--- config.mk ---
export PLATFORM = sky130hd
export DESIGN_NAME = can_tx_frame_scheduler
export DESIGN_NICKNAME = d
export VERILOG_FILES = /design/src/rtl/can_tx_frame_scheduler.sv
export SDC_FILE = /design/constraint.sdc
export NUM_CORES = 1
export LEC_CHECK = 0
export CORE_MARGIN = 1.5
export CORE_UTILIZATION = 35
export CTS_CLUSTER_SIZE = 24
export DETAILED_ROUTE_END_ITERATION = 16
export PLACE_DENSITY_LB_ADDON = 0.25
export SLEW_MARGIN = 10
export SYNTH_ARGS = -nofsm -noshare
export SYNTH_HDL_FRONTEND = slang
export SYNTH_SLANG_ARGS = --single-unit
--- constraint.sdc ---
create_clock -name clock -period 6.21 [get_ports clock]
set_input_delay 0.9315 -clock clock [delete_from_list [all_inputs] [get_ports clock]]
set_output_delay 0.9315 -clock clock [all_outputs]
set_load 0.05 [all_outputs]
--- src/rtl/can_tx_frame_scheduler.sv ---
// can_tx_frame_scheduler
//   Transmit-side controller for the CAN data-frame datapath. Picks the
//   highest-priority (lowest identifier) eligible mailbox and latches its
//   identifier and DLC. It then steps the field blocks SOF..EOF one at a time
//   and reports frame completion or ACK-error abort for each mailbox.
//
// Ports
//   clock, reset_n          system clock, asynchronous active-low reset
//   enable                  controller enable; low returns to IDLE on next edge
//   bus_idle, sample_point  bus idle indication, bit-time sample strobe
//   tx_req, mb_id, mb_dlc   per-mailbox request level, identifiers, DLCs
//   *_complete              field-block completion pulses
//   arb_lost, ack_error     arbitration loss during ID, recessive ACK slot
//   *_en                    field-block enables (at most one high)
//   tx_identifier, tx_dlc   latched winner identifier / DLC
//   active_mb, busy         mailbox being sent, not-IDLE indication
//   tx_done, tx_abort       one-cycle one-hot per-mailbox result pulses
module can_tx_frame_scheduler #(
    parameter int unsigned NUM_MB    = 4,
    parameter int unsigned MAX_RETRY = 3
) (
    input  logic                   clock,
    input  logic                   reset_n,
    input  logic                   enable,
    input  logic                   bus_idle,
    input  logic                   sample_point,
    input  logic [NUM_MB-1:0]      tx_req,
    input  logic [11*NUM_MB-1:0]   mb_id,
    input  logic [4*NUM_MB-1:0]    mb_dlc,
    input  logic                   sof_complete,
    input  logic                   id_complete,
    input  logic                   ctrl_complete,
    input  logic                   data_complete,
    input  logic                   crc_complete,
    input  logic                   ack_complete,
    input  logic                   eof_complete,
    input  logic                   arb_lost,
    input  logic                   ack_error,
    output logic                   sof_en,
    output logic                   id_en,
    output logic                   ctrl_en,
    output logic                   data_en,
    output logic                   crc_en,
    output logic                   ack_en,
    output logic                   eof_en,
    output logic [10:0]            tx_identifier,
    output logic [3:0]             tx_dlc,
    output logic [2:0]             active_mb,
    output logic                   busy,
    output logic [NUM_MB-1:0]      tx_done,
    output logic [NUM_MB-1:0]      tx_abort
);

    typedef enum logic [3:0] {
        S_IDLE, S_ARB, S_SOF, S_ID, S_CTRL, S_DATA, S_CRC, S_ACK, S_EOF, S_IFS
    } state_t;

    state_t              state, state_nx;
    logic [NUM_MB-1:0]   abort_mask;
    logic [NUM_MB-1:0]   eligible;
    logic [NUM_MB-1:0]   active_onehot;
    logic [3:0]          retry_cnt;
    logic [3:0]          retry_inc;
    logic [2:0]          last_mb;
    logic [1:0]          ifs_cnt;
    logic                abort_hit;
    logic                win_found;
    logic [2:0]          win_idx;
    logic [10:0]         win_id;
    logic [3:0]          win_dlc;

    // Identifiers with the seven MSBs all recessive are not transmittable.
    always_comb begin
        eligible = '0;
        for (int unsigned i = 0; i < NUM_MB; i++) begin
            eligible[i] = tx_req[i] && !abort_mask[i] && (mb_id[11*i+4 +: 7] != 7'h7F);
        end
    end

    // Ascending scan with strict compare: equal identifiers go to the lowest index.
    always_comb begin
        win_found = 1'b0;
        win_idx   = '0;
        win_id    = 11'h7FF;
        win_dlc   = '0;
        for (int unsigned i = 0; i < NUM_MB; i++) begin
            if (eligible[i] && (!win_found || (mb_id[11*i +: 11] < win_id))) begin
                win_found = 1'b1;
                win_idx   = 3'(i);
                win_id    = mb_id[11*i +: 11];
                win_dlc   = mb_dlc[4*i +: 4];
            end
        end
    end

    always_comb begin
        active_onehot = '0;
        for (int unsigned i = 0; i < NUM_MB; i++) begin
            if (3'(i) == active_mb) active_onehot[i] = 1'b1;
        end
    end

    assign retry_inc = (retry_cnt == 4'hF) ? 4'hF : retry_cnt + 4'd1;
    assign abort_hit = (state == S_ACK) && ack_error && (retry_inc == 4'(MAX_RETRY));

    always_ff @(posedge clock or negedge reset_n) begin
        if (!reset_n) state <= S_IDLE;
        else          state <= state_nx;
    end

    always_comb begin
        state_nx = state;
        case (state)
            S_IDLE: if (bus_idle && win_found) state_nx = S_ARB;
            S_ARB:  state_nx = S_SOF;
            S_SOF:  if (sof_complete) state_nx = S_ID;
            S_ID: begin
                if (arb_lost)         state_nx = S_IDLE;
                else if (id_complete) state_nx = S_CTRL;
            end
            S_CTRL: if (ctrl_complete) state_nx = (tx_dlc != 4'd0) ? S_DATA : S_CRC;
            S_DATA: if (data_complete) state_nx = S_CRC;
            S_CRC:  if (crc_complete)  state_nx = S_ACK;
            S_ACK: begin
                if (ack_error)         state_nx = S_IFS;
                else if (ack_complete) state_nx = S_EOF;
            end
            S_EOF:  if (eof_complete) state_nx = S_IFS;
            S_IFS:  if (sample_point && (ifs_cnt == 2'd2)) state_nx = S_IDLE;
            default: state_nx = S_IDLE;
        endcase
        if (!enable) state_nx = S_IDLE;
    end

    always_ff @(posedge clock or negedge reset_n) begin
        if (!reset_n) begin
            tx_identifier <= 11'h7FF;
            tx_dlc        <= '0;
            active_mb     <= '0;
            last_mb       <= '0;
            retry_cnt     <= '0;
            abort_mask    <= '0;
            ifs_cnt       <= '0;
            tx_done       <= '0;
            tx_abort      <= '0;
        end else if (!enable) begin
            tx_identifier <= 11'h7FF;
            tx_dlc        <= '0;
            active_mb     <= '0;
            last_mb       <= '0;
            retry_cnt     <= '0;
            abort_mask    <= '0;
            ifs_cnt       <= '0;
            tx_done       <= '0;
            tx_abort      <= '0;
        end else begin
            tx_done  <= '0;
            tx_abort <= '0;
            // A dropped request releases the mask so a later request is eligible.
            abort_mask <= (abort_mask | (abort_hit ? active_onehot : '0)) & tx_req;

            if (state == S_IFS) begin
                if (sample_point) ifs_cnt <= ifs_cnt + 2'd1;
            end else begin
                ifs_cnt <= '0;
            end

            case (state)
                S_ARB: begin
                    tx_identifier <= win_id;
                    tx_dlc        <= win_dlc;
                    active_mb     <= win_idx;
                    last_mb       <= win_idx;
                    if (win_idx != last_mb) retry_cnt <= '0;
                end
                S_ACK: begin
                    if (ack_error) begin
                        if (abort_hit) begin
                            tx_abort  <= active_onehot;
                            retry_cnt <= '0;
                        end else begin
                            retry_cnt <= retry_inc;
                        end
                    end
                end
                S_EOF: begin
                    if (eof_complete) begin
                        tx_done   <= active_onehot;
                        retry_cnt <= '0;
                    end
                end
                default: ;
            endcase
        end
    end

    assign sof_en  = (state == S_SOF);
    assign id_en   = (state == S_ID);
    assign ctrl_en = (state == S_CTRL);
    assign data_en = (state == S_DATA);
    assign crc_en  = (state == S_CRC);
    assign ack_en  = (state == S_ACK);
    assign eof_en  = (state == S_EOF);
    assign busy    = (state != S_IDLE);

endmodule
==> results, run 1 <==
- After detailed routing, the average wire length per cell comes to 19.2 µm.
- For this run, asynchronously set or reset flops after synthesis account for 1.00.
- The dominant synthesized flop cell is dfrtp_1.
- Clock latency on the worst-skew pair, taken at its later pin, is 0.30 ns.
- The clock drives 39 sinks.
- Detailed placement ended at an HPWL of 9200 µm.
- The final number of hold-violating endpoints is 0.
- The share of total power in the clock network is 0.142.
- At the worst endpoint, the arrival time is about 7 ns.
- The standard cell core area is roughly 0.0099 mm².
- The initial standard-cell utilization of the core is 0.363.
- The cell leakage power is 2.85 nW.
- The final clock period utilization by the worst path is 1.07.
- The class of the tightest hold or removal check is flip-flop to flip-flop.
- The critical path in this run is classified as input port to flip-flop.
- The most common cell after layout, fill and taps aside is buf_4.
- The final-stage net count is approximately 770.
- The number of placed instances, taps included is 721.
- The fraction of power spent switching nets is 0.447.
- Dividing total power by cell area gives a power density of 243 mW/mm².
- The family of cells with the greatest summed delay on the critical path is compound AO/OA/AOI/OAI gates.
- The buffer type at the clock tree root is clkbuf_8.
- The minimum setup slack among reg-to-reg paths is -0.14 ns.
- The number of distinct library cells after synthesis is 64.
- The achievable clock frequency is 150 MHz.
- The initial antenna violation count is 0.
- The longest clock path from root to sink contains 2 buffers.
- The DRC violations left is 0.
- In this run, CTS created clock tree buffers numbering 5.
- The total number of placement rows is 36.
- The pin count of the biggest net entering global routing is 40.
- For this block, the via count after detailed routing is 4542.
- Clock-pin slew was measured on the worst setup and hold paths at 0.09 ns.
- The detail route stage leaves a number of antenna-violating nets equal to 0.
- The post-route cell area is 0.00644 mm².
- Of the synthesized area, sequential elements account for 0.276.
- Setup violations remaining at the end of the flow were counted as 21.
- The number of top-level pins is 112.
- The die outline height is 104 µm.
- The worst setup margin is -0.451 ns.
- The share of final-layout standard cells stronger than drive strength 1 is 0.372.
- The top fanout value on the critical path is 8.
- On the critical path, the stage with the largest delay is an instance of clkdlybuf4s50_1.
- The mapped netlist covers 0.00358 mm².
- The first global-routing pass estimated 22200 µm of wire.
- Across every metal layer, demand over resource in global routing totals 0.251.
- The clock tree skew after final layout is between 0.007 and 0.008 ns.
- The sum of overflow across all layers after global routing is 0.
- In this run the tightest slew margin relative to its limit is 0.387.
- The clock tree synthesis step divided the H-tree into 2 levels.
- The total wire length after detailed routing is 15200 µm.
- The worst-margin pin slew is 0.919 ns.
- The critical path endpoint category is a flip-flop.
- The max-cap check violation count is 0.
- The number of antenna diodes is 0.
- The detail-routed via count per cell is ~5.7.
- The shortest clock period the worst path allows after layout is 6.66 ns.
- TritonCTS built the clock tree.
- The count of buffers from port buffering is between 100 and 150.
- The global placer's final weighted congestion is 0.891.
- The via count of the first global-routing pass is 4537.
- The instance count of the mapped netlist is 430.
- The count of flip-flops with a built-in enable after synthesis is 0.
- Of the total power, combinational logic draws 0.610.
- Setup repair after global routing could not meet its margin everywhere.
- Compared with the post-synthesis result, the final layout area differs by 79.9%.
- The total of flip-flops plus latches after synthesis is 39.
- The library cells used most frequently in the layout, excluding fill and tap cells, are buf_4, clkdlybuf4s50_1, nand2_1.
- The switching power is 0.699 mW.
- The die covers 0.0108 mm².
- The synthesized netlist net count is 540.
- The checks that failed: setup timing.
- For this design, the CTS-stage hold fixing added 0 buffers.
- The number of max-slew violations in the final report is 0.
- The highest cell delay on the worst timing path is 0.57 ns.
- The Yosys warning count is 0.
- The post-synthesis average cell area is 8.32 µm².
- The total iterations of the first detailed-routing run is 5.
- The run finished, with violations left.
- The count of placed standard cells in the final layout, fillers left out is roughly 790.
- The maximum resistive drop on vdd is 0.317 mV.
- The x dimension of the die is 104 µm.
- The placed instance area is 0.00532 mm².
- Setup total negative slack on the finished layout was measured at -8.28 ns.
- The count of routing violations after the opening detailed-route iteration is 269.
- Together, buffers and inverters on the worst path number 5.
- The total internal power is 0.865 mW.
- The share of total power dissipated in sequential elements is 0.249.
- The worst path required time is 6.44 ns.
- The type of origin of the critical path is an input port.
==> tightest hold or removal path, delay by kind of cell (launching register included) <==
kind               cells  cell delay [ns]
DFF                    1             0.34
AOI/OAI and AO/OA      1             0.04
and+or+nand+nor        1             0.08
==> power by group through the flow <==
stage	Sequential [mW]	Combinational [mW]	Clock (mW)
after floorplan	0.503	0.378	0
after global placement	0.388	0.775	0
after detailed placement	0.390	0.784	0
after CTS	0.387	0.874	0.224
after global routing	0.395	1.01	0.230
final	0.389	0.953	0.222
==> kinds of logic after synthesis <==
family | synth area share
buf+inv | 0.0657
fa+ha+maj | 0.112
other cells | 0.00105
flops | 0.276
xor+xnor | 0.00489
simple gates | 0.195
compound gates | 0.282
mux | 0.0629
==> Yosys cell counts (8+ instances only) <==
master	number	area, µm²
ha_1	32	400
a221o_1	12	120
inv_1	25	93.8
o21a_1	16	120
dfstp_2	11	289
nor3_1	13	65.1
a21o_1	8	60.1
nand3_1	13	65.1
nand4_1	8	50.1
nor2_1	44	165
nand2b_1	8	50.1
mux2i_1	18	180
nand2_1	37	139
o21ai_0	18	90.1
a21oi_1	34	170
dfrtp_1	28	701
clkbuf_1	17	63.8
==> worst paths after layout <==
path,endpoint,cells past startpoint,startpoint
worst max-delay path,tx_identifier[3]$_DFFE_PN1P_,28,mb_id[21]
worst min-delay path,abort_mask[1]$_DFF_PN0_,2,abort_mask[1]$_DFF_PN0_
worst max register to register,tx_identifier[3]$_DFFE_PN1P_,29,abort_mask[0]$_DFF_PN0_
worst min register to register,abort_mask[1]$_DFF_PN0_,2,abort_mask[1]$_DFF_PN0_
max in group asynchronous,abort_mask[2]$_DFF_PN0_,1,reset_n
min in group asynchronous,tx_done[1]$_DFF_PN0_,1,reset_n
==> area by class of cell <==
class                   count  area (µm²)
well taps                 133         166
repair buffers            246        2200
fillers                   746        3430
multi-input cells         341        2880
flip-flops and latches     39         990
clock buffers               5        68.8
inverters                  25        93.8
clock inverters             3        43.8
==> metrics by stage <==
step | total power [mW] | util | worst slack (ns) | hold slack [ns]
after floorplan | 0.880 | - | -0.458 | 0.454
after global placement | 1.16 | 0.539 | -0.883 | 0.476
after detailed placement | 1.17 | 0.539 | -1.06 | 0.488
after CTS | 1.48 | 0.617 | -0.0180 | 0.506
after global routing | 1.64 | 0.653 | -0.585 | 0.512
final | 1.56 | 0.653 | -0.451 | 0.497
==> repair_timing <==
action	4_1_cts	5_1_grt
buffers inserted	50	12
resized for setup	97	52
endpoints found under the setup margin	21	21
gates cloned	1	0
pin swaps	47	47
hold endpoints to repair	0	0
==> per-layer routing <==
layer	routed length [µm]	GRT usage	vias to the layer above
met5	0	0	-
met4	699	0.0952	0
met3	874	0.0426	65
met2	7650	0.456	216
met1	5960	0.293	2206
li1	-	-	2055
==> state kept, by name, indices dropped and copies added (netlist names) <==
register and cells:
retry_cnt 4, tx_identifier 11, tx_done 4, ifs_cnt 2, last_mb 2, abort_mask 4
tx_dlc 4, tx_abort 4, state 4
Power figures use the tool's default switching activity.
==> run 2: changes to the inputs <==
--- a/config.mk
+++ b/config.mk
@@ -7,6 +7,7 @@
 export LEC_CHECK = 0
 export CORE_MARGIN = 1.5
 export CORE_UTILIZATION = 35
+export CTS_CLUSTER_DIAMETER = 80
 export CTS_CLUSTER_SIZE = 24
 export DETAILED_ROUTE_END_ITERATION = 16
 export PLACE_DENSITY_LB_ADDON = 0.25
==> results of run 2 <==
Final layout, timing and power as in run 1 (identical DEF).
==> run 3: changes to the inputs <==
--- a/config.mk
+++ b/config.mk
@@ -10,6 +10,7 @@
 export CTS_CLUSTER_DIAMETER = 80
 export CTS_CLUSTER_SIZE = 24
 export DETAILED_ROUTE_END_ITERATION = 16
+export GPL_ROUTABILITY_DRIVEN = 0
 export PLACE_DENSITY_LB_ADDON = 0.25
 export SLEW_MARGIN = 10
 export SYNTH_ARGS = -nofsm -noshare
==> run 3 against run 2 <==
  * The run still ends with setup timing left
  * Count of clock-buffer cells in the layout grew 1
  * Sequential power shrank 1%
  * Final cell count shrank 3.0%
  * Hold slack gained 0.011 ns
  * Cell area shrank 5.6%
  * Critical path depth grew 3
  * Utilization shrank 3.7 points
  * Register-to-register slack gained 0.08 ns
  * Routed wire length shrank 11%
  * Power shrank 6.5%
  * Die area is the same
  * Critical endpoint unchanged
  * Highest routed layer unchanged
==> results, run 3 (synthesis results as in run 1) <==
- Status: finished with violations (unchanged).
- Violated checks: setup timing (unchanged).
- The class of the tightest hold or removal check is flip-flop to flip-flop (unchanged).
- The total wire length after detailed routing was 13500 µm (was 15200 µm).
- The detailed-route via count is 4240 (was 4542).
- The number of max-slew violations in the final report is 0 (unchanged).
- The count of buffers from port buffering was 110 (unchanged).
- The number of top-level pins came to 112 (unchanged).
- The detailed placer's ending HPWL is 9010 µm (was 9200 µm).
- The die outline height came to 104 µm (unchanged).
- The number of antenna diodes was 0 (unchanged).
- The share of final-layout standard cells stronger than drive strength 1 is 0.328 (was 0.372).
- The final-stage net count came to 744 (was 768).
- Most used cells in the layout excluding fill and tap cells: buf_4, clkdlybuf4s50_1, nand2_1 (unchanged).
- The detail-routed via count per cell is 5.52 (was 5.73).
- The most common cell after layout, fill and taps aside is buf_4 (unchanged).
- The worst setup margin is -0.300 ns (was -0.451 ns).
- The standard cell core area came to 0.00986 mm² (unchanged).
- The clock tree skew after final layout came to 0.00525 ns (was 0.00762 ns).
- The total chip power is 1.46 mW (was 1.56 mW).
- The worst hold slack is 0.508 ns (was 0.497 ns).
- The total number of placement rows is 36 (unchanged).
- The via count of the first global-routing pass is 4169 (was 4537).
- The sum of overflow across all layers after global routing came to 0 (unchanged).
- The standard cell with the maximum stage delay on the critical path was o41a_1 (was clkdlybuf4s50_1).
- The H-tree depth was 2 (unchanged).
- The number of clock sinks is 39 (unchanged).
- The initial antenna violation count is 0 (unchanged).
- The total iterations of the first detailed-routing run is 4 (was 5).
- The post-detailed-route count of antenna-violating nets is 0 (unchanged).
- The max-cap check violation count came to 0 (unchanged).
- The largest register by flop count is tx_identifier (unchanged).
- The clock edge transition at the registers on the reported setup and hold paths was 0.08 ns (was 0.09 ns).
- The top fanout value on the critical path was 8 (unchanged).
- The power density relative to cell area is 241 mW/mm² (was 243 mW/mm²).
- The overall routing resource usage is 0.230 (was 0.251).
- The total of endpoints with negative setup slack in the final report is 21 (unchanged).
- The worst-margin pin slew came to 0.915 ns (was 0.919 ns).
- The DRC violations left was 0 (unchanged).
- The buffer type at the clock tree root is clkbuf_8 (unchanged).
- The count of routing violations after the opening detailed-route iteration is 152 (was 269).
- The shortest clock period the worst path allows after layout is 6.51 ns (was 6.66 ns).
- The final clock period utilization by the worst path was 1.05 (was 1.07).
- The pin count of the biggest net entering global routing is 40 (unchanged).
- Unrepaired setup endpoints after global routing: true (unchanged).
- The x dimension of the die was 104 µm (unchanged).
- The worst path required time came to 6.44 ns (about the same).
- The achievable clock frequency was 154 MHz (was 150 MHz).
- The setup slack at placement was -1.10 ns (was -1.06 ns).
- The worst-skew pair later-pin latency was 0.30 ns (about the same).
- The number of flip-flops in the largest register is 11 (unchanged).
- The initial standard-cell utilization of the core is 0.363 (unchanged).
- The most prevalent standard cell on the critical path is buf_6.
- The final number of hold-violating endpoints was 0 (unchanged).
- The area of the die is 0.0108 mm² (unchanged).
- The highest cell delay on the worst timing path is 0.49 ns (was 0.57 ns).
- The routed length per placed instance is 17.6 µm (was 19.2 µm).
- The number of CTS-inserted buffers is 5 (unchanged).
- The cell leakage power is 2.70 nW (was 2.85 nW).
- The maximum resistive drop on vdd is 0.279 mV (was 0.317 mV).
- The maximum buffer depth of the clock tree came to 2 (unchanged).
- The data arrival time of the critical path was 6.74 ns (was 6.89 ns).
- The type of origin of the critical path is an input port (unchanged).
- The CTS tree is built (unchanged).
- The type of the worst setup path is input port to flip-flop (unchanged).
- The relative slew slack is 0.390 (was 0.387).
- The layout overhead on the synthesized area was 69.8% (was 79.9%).
- The global-route wire length before repair is 20500 µm (was 22200 µm).
- The critical path endpoint category is a flip-flop (unchanged).
## run 3: cell count changes in the layout (fill, tap and decap cells not counted), moves of 3 or more
cell     before  now
ha_4         12    7
inv_1        21   24
inv_2         4    1
a21oi_2       7   13
ha_1         20   23
mux2i_4       4    1
a21oi_4       9    3
buf_4       126  102
## run 3: worst paths after layout
kind / start / endpoint / slack [ns] / depth (start not counted)
worst max-delay path: tx_req[0] / tx_identifier[3]$_DFFE_PN1P_ / -0.30 / 31
worst min-delay path: abort_mask[2]$_DFF_PN0_ / abort_mask[2]$_DFF_PN0_ / 0.51 / 2
worst max register to register: abort_mask[0]$_DFF_PN0_ / tx_identifier[3]$_DFFE_PN1P_ / -0.06 / 30
worst min register to register: abort_mask[2]$_DFF_PN0_ / abort_mask[2]$_DFF_PN0_ / 0.51 / 2
max in group asynchronous: reset_n / tx_abort[0]$_DFF_PN0_ / 4.88 / 1
min in group asynchronous: reset_n / tx_done[3]$_DFF_PN0_ / 0.77 / 1
## run 3: where the power goes
group | total, mW | switching [mW] | internal (mW) | leakage (nW)
logic | 0.901 | 0.507 | 0.394 | 2.16
registers | 0.385 | 0.0657 | 0.320 | 0.501
clock network | 0.176 | 0.0974 | 0.0786 | 0.0412
total | 1.46 | 0.670 | 0.792 | 2.70
## run 3: per-stage QoR
| step | TNS, ns | area [µm²] | utilization | cells |
|---|---|---|---|---|
| 5_1_grt | -8.28 | 6080 | 0.616 | 768 |
| 2_1_floorplan | -6.42 | 3640 | - | 430 |
| 3_3_place_gp | -17.95 | 5300 | 0.538 | 719 |
| 4_1_cts | 0 | 5630 | 0.571 | 751 |
| 3_5_place_dp | -22.00 | 5300 | 0.538 | 719 |
| 6_report | -4.85 | 6080 | 0.616 | 768 |
## run 3: layout make-up
| type | instances | area, µm² |
|---|---|---|
| fill | 776 | 3790 |
| timing repair buffer | 220 | 1990 |
| multi-input combinational | 343 | 2760 |
| tap | 133 | 166 |
| clock inverter | 2 | 12.5 |
| clock buffer | 6 | 72.6 |
| inverter | 25 | 93.8 |
| sequential | 39 | 990 |
## run 3: per-layer routing
metal	share of wire	up-vias	track usage
met5	0	-	0
met4	0.023	0	0.0546
li1	-	2013	-
met2	0.51	150	0.404
met3	0.047	32	0.0326
met1	0.42	2045	0.298
## run 3: timing repair
| action | 4_1_cts | 5_1_grt |
|---|---|---|
| setup buffers | 21 | 17 |
| resized for setup | 59 | 64 |
| pin swaps | 22 | 49 |
| cloned | 3 | 0 |
| setup endpoints to repair | 21 | 21 |
| hold buffers | 0 | 0 |
## run 3: critical path, delay by kind of cell
kind                     cells  cell delay (ns)
AO/OA/AOI/OAI               16             3.27
buffers and inverters        6             0.77
AND/OR/NAND/NOR              5             0.77
adder cells (fa/ha/maj)      3             0.69
multiplexers                 1             0.30
